<file path="src/rtl/clk_period_meter_pkg.sv">
// Shared definitions for the clock period meter: FSM encoding and default sizing.
package clk_period_meter_pkg;

  typedef enum logic [1:0] {
    ST_IDLE    = 2'd0,
    ST_ARM     = 2'd1,
    ST_MEASURE = 2'd2
  } state_e;

  localparam int unsigned CNT_W_DEF   = 20;
  localparam int unsigned TIMEOUT_DEF = 100000;

endpackage

</file>
<file path="src/rtl/clk_period_meter_sync_edge_det.sv">
// Two-flop synchronizer plus an edge register; gives the synchronized level and
// single-cycle rise/fall strobes two clocks after the input changes.
module sync_edge_det (
  input  logic clk,
  input  logic rst,
  input  logic d_i,
  output logic level_o,
  output logic rise_o,
  output logic fall_o
);

  logic s1_q;
  logic s2_q;
  logic s3_q;

  always_ff @(posedge clk) begin
    if (rst) begin
      s1_q <= 1'b0;
      s2_q <= 1'b0;
      s3_q <= 1'b0;
    end else begin
      s1_q <= d_i;
      s2_q <= s1_q;
      s3_q <= s2_q;
    end
  end

  assign level_o = s2_q;
  assign rise_o  = s2_q & ~s3_q;
  assign fall_o  = ~s2_q & s3_q;

endmodule

</file>
<file path="src/rtl/clk_period_meter.sv">
// Measures period and high time of a slow asynchronous signal in system-clock
// cycles, single-shot or free-running, with a timeout on missing edges.
module clk_period_meter
  import clk_period_meter_pkg::*;
#(
  parameter int unsigned CNT_W   = CNT_W_DEF,
  parameter int unsigned TIMEOUT = TIMEOUT_DEF
) (
  input  logic             clk,
  input  logic             rst,
  input  logic             sig_in,
  input  logic             start,
  input  logic             cont,
  output logic [CNT_W-1:0] period,
  output logic [CNT_W-1:0] high_time,
  output logic             valid,
  output logic             timeout,
  output logic             busy
);

  localparam logic [CNT_W-1:0] TIMEOUT_C = CNT_W'(TIMEOUT);
  localparam logic [CNT_W-1:0] ONE_C     = CNT_W'(1);

  logic sig_level_unused;
  logic sig_rise;
  logic sig_fall;

  sync_edge_det u_sync (
    .clk     (clk),
    .rst     (rst),
    .d_i     (sig_in),
    .level_o (sig_level_unused),
    .rise_o  (sig_rise),
    .fall_o  (sig_fall)
  );

  state_e           state_q;
  logic [CNT_W-1:0] cnt_q;
  logic [CNT_W-1:0] hi_cnt_q;
  logic             hi_seen_q;
  logic             cont_q;
  logic [CNT_W-1:0] period_q;
  logic [CNT_W-1:0] high_time_q;
  logic             valid_q;
  logic             timeout_q;

  // cnt restarts at 1 on the rise that opens a period, so the next rise and the
  // first fall sample exactly the number of clocks elapsed since that rise.
  always_ff @(posedge clk) begin
    if (rst) begin
      state_q     <= ST_IDLE;
      cnt_q       <= '0;
      hi_cnt_q    <= '0;
      hi_seen_q   <= 1'b0;
      cont_q      <= 1'b0;
      period_q    <= '0;
      high_time_q <= '0;
      valid_q     <= 1'b0;
      timeout_q   <= 1'b0;
    end else begin
      valid_q   <= 1'b0;
      timeout_q <= 1'b0;
      case (state_q)
        ST_IDLE: begin
          if (start) begin
            state_q <= ST_ARM;
            cnt_q   <= '0;
            cont_q  <= cont;
          end
        end
        ST_ARM: begin
          if (sig_rise) begin
            state_q   <= ST_MEASURE;
            cnt_q     <= ONE_C;
            hi_cnt_q  <= '0;
            hi_seen_q <= 1'b0;
          end else if (cnt_q == TIMEOUT_C) begin
            timeout_q <= 1'b1;
            state_q   <= ST_IDLE;
          end else begin
            cnt_q <= cnt_q + ONE_C;
          end
        end
        ST_MEASURE: begin
          if (sig_rise) begin
            period_q    <= cnt_q;
            high_time_q <= hi_cnt_q;
            valid_q     <= 1'b1;
            cnt_q       <= ONE_C;
            hi_cnt_q    <= '0;
            hi_seen_q   <= 1'b0;
            if (!cont_q) begin
              state_q <= ST_IDLE;
            end
          end else begin
            if (cnt_q == TIMEOUT_C) begin
              timeout_q <= 1'b1;
              state_q   <= ST_IDLE;
            end else begin
              cnt_q <= cnt_q + ONE_C;
            end
            if (sig_fall && !hi_seen_q) begin
              hi_cnt_q  <= cnt_q;
              hi_seen_q <= 1'b1;
            end
          end
        end
        default: begin
          state_q <= ST_IDLE;
        end
      endcase
    end
  end

  assign period    = period_q;
  assign high_time = high_time_q;
  assign valid     = valid_q;
  assign timeout   = timeout_q;
  assign busy      = (state_q != ST_IDLE);

endmodule
</file>
<file path="config.mk">
export PLATFORM = sky130hd
export DESIGN_NAME = clk_period_meter
export DESIGN_NICKNAME = d
export VERILOG_FILES = /design/src/rtl/clk_period_meter_pkg.sv /design/src/rtl/clk_period_meter_sync_edge_det.sv /design/src/rtl/clk_period_meter.sv
export SDC_FILE = /design/constraint.sdc
export NUM_CORES = 1
export LEC_CHECK = 0
export BUFFER_PORTS_ARGS = -buffer_cell sky130_fd_sc_hd__buf_2
export CAP_MARGIN = 20
export CORE_AREA = 2 2 83 85
export DETAILED_ROUTE_END_ITERATION = 16
export DIE_AREA = 0 0 85 87
export PLACE_DENSITY = 0.82
export SYNTH_ARGS = -nofsm -noshare
export SYNTH_HDL_FRONTEND = slang
export SYNTH_SLANG_ARGS = --single-unit
</file>
<file path="constraint.sdc">
create_clock -name clk -period 2.1 [get_ports clk]
set_input_delay 0.315 -clock clk [delete_from_list [all_inputs] [get_ports clk]]
set_output_delay 0.315 -clock clk [all_outputs]
set_load 0.01 [all_outputs]
</file>
==> results.md <==
- Die X: 85 µm
- Initial core utilization: 0.537
- Vias in the first global route: 3157
- CTS tree: yes
- Fin util: 0.639
- Setup ws final: 0.137 ns
- Syn nets: 436
- Power per cell area: 730 nW/µm²
- Initial antenna violation count: 0
- Total gr overflow: 0
- EDFF count, synth: 0
- CTS clk-pin slew, worst paths: 0.09 ns
- Synth cell count leaders: nand2_1 (99), dfxtp_1 (89), a21oi_1 (55), nor2_1 (34), clkbuf_1 (22)
- Post-Route WL: 9.11 mm
- Largest net degree at the start of global routing: 56
- Status: finished, final reports clean
- Reg2Reg Setup Slack: 0.14 ns
- Crit Path Category: reg -> reg
- Synthesis-to-finish area growth: 19.0%
- Post-synth ARST share: 0
- Slew Viols, Final: 0
- Ranking of synthesized cells by area: dfxtp_1 (51%), nand2_1 (11%), a21oi_1 (7.8%)
- Synthesized cell area: 3530 µm²
- Pre-CTS setup slack: 0.0329 ns
- TritonCTS buffer count: 9
- Starting DRC count in detailed routing: 276
- Max_cap viols: 0
- Syn Area/Cell: 8.30 µm²
- Global placer's final weighted congestion: 0.982
- Final Power: 3.07 mW
- Diodes inserted: 0
- Tot GR Track Use: 0.252
- Nets: 495
- Synth Instances: 425
- Layout cells sized above 1: 0.213
- Max Freq: 0.509 GHz
- Worst-path fanout max: 7
- Placed wire-length estimate: 6.43 mm
- Slew at the pin closest to its max-slew limit: 0.546 ns
- CP Data Required Time: 2.41 ns
- Synth Flop Type: dfxtp_1
- First-pass GRT wire length: 14.7 mm
- H-tree depth: 3
- WP data arrival: 2.27 ns
- Worst path max stage delay: 0.51 ns
- Hold slack: 0.162 ns
- TritonCTS Sinks: 89
- Clock Skews: 0.0112 ns
- DRC viols: 0
- Final Cycle Share: 0.935
- Routed via count: 3340
- Final Hold Vio Count: 0
- FP Rows: 30
- Die height: 87 µm
- DR vias/cell: 5.87
- DR WL/cell: 16.0 µm
- Number of buffer cells added on primary ports: 47
- Sequential share of the synthesized area: 0.505
- Synth area leader: dfxtp_1
- IO Count: 48
- Slew margin rel.: 0.636
- Clk Latency, worst-skew pair: 0.36 ns
- First-pass DRT Iterations: 5
- Worst IR drop on VDD: 0.462 mV
- Most common cell in the synthesized netlist: nand2_1
- CP Capture Type: register
- Synth Register Bits: 89
- CTS max path bufs: 2
- Core area: 6570 µm²
- Min Tclk post-route: 1.96 ns
- Min-delay worst type: in -> reg
- Final antenna-violating net count: 0
- Synth top area share: 0.505
- Max stage delay cell, worst path: or4_1
- Kind of start point of the critical path: register
- Final Setup Violations: 0
- Sequence of cells on the critical path: inv_1 -> ha_1 -> nor2b_4 -> nor2_4 -> buf_4 -> a21o_1 -> or4_1 -> nand2_1
- CTS Root Cell: clkbuf_8
- Warnings, synthesis: 0
- Die Area: 7400 µm²
- Yosys cell types: 43
- Pleak: 1.61 nW
-- final timing paths --
kind                    from     endpoint  cells after the start
setup / recovery  state_q[0]    cnt_q[17]                      8
hold / removal        sig_in  u_sync.s1_q                      2
setup reg to reg  state_q[0]    cnt_q[17]                      8
hold reg to reg   period[12]   period[12]                      2
-- per-layer routing --
metal,share of wire,vias up,global-route usage
met2,0.47,132,0.414
met4,0.038,0,0.147
li1,-,1585,-
met3,0.062,39,0.0455
met1,0.42,1584,0.310
met5,0,-,0
-- registers in the layout (all words and copies together) (netlist names) --
signal,flops
cnt_q,20
hi_cnt_q,20
high_time,20
period,20
state_q,2
cont_q,1
hi_seen_q,1
timeout,1
u_sync.level_o,1
u_sync.s1_q,1
u_sync.s3_q,1
valid,1
-- repair_timing --
action / CTS / global route
buffers inserted: 0 / 2
gates resized for setup: 0 / 7
hold buffers: 0 / 0
endpoints found under the setup margin: 0 / 12
-- worst max-delay path, delay by kind of cell (launching register included) --
family / cells / cell delay, ns
buffers and inverters: 2 / 0.28
adder cells (fa/ha/maj): 1 / 0.18
AND/OR/NAND/NOR: 4 / 0.88
AO/OA/AOI/OAI: 1 / 0.23
flip-flops: 1 / 0.35
-- stage by stage --
stage          area [µm²]  cells  TNS, ns
2_1_floorplan        3530    425        0
3_3_place_gp         3950    550        0
3_5_place_dp         3950    550        0
4_1_cts              4150    566        0
5_1_grt              4200    569  -0.0129
6_report             4200    569        0
-- power by group --
group / internal (mW) / switching, mW / leakage [nW]
Combinational: 0.0503 / 0.0999 / 0.796
Sequential: 1.69 / 0.00939 / 0.718
Clock: 0.567 / 0.644 / 0.0954
-- cells in the final DEF, fill, tap and decap left out, drive strengths merged, types with 3 or more instances in the layout --
master  synthesis  routed
nand2          99      99
dfxtp          89      89
buf             7      76
a21oi          55      55
nor2           34      34
a22oi          20      20
o21ai          11      12
clkbuf         22      10
inv             7      10
nand3           8       8
or4             7       7
or3             6       6
ha              6       6
nand4           6       6
nor2b           5       5
nor4            5       5
o211ai          4       4
and2            3       3
nand2b          3       3
nor3            3       3
xnor2           3       3
-- final cells by class --
type	instances	area, µm²
Clock buffer	10	128
Sequential cell	89	1780
Tap cell	80	100
Fill cell	554	2370
Inverter	7	26.3
Clock inverter	6	73.8
Timing Repair Buffer	76	453
Multi-Input combinational cell	301	1630
-- logic make-up (layout without fill, tap and decap cells) --
group | after synthesis | count (layout) | synth area share
compound gates | 100 | 101 | 0.172
xor+xnor | 5 | 5 | 0.0124
fa+ha+maj | 6 | 6 | 0.0213
buf+inv | 36 | 99 | 0.0426
flops | 89 | 89 | 0.505
simple gates | 189 | 189 | 0.247
Power figures use the tool's default switching activity.
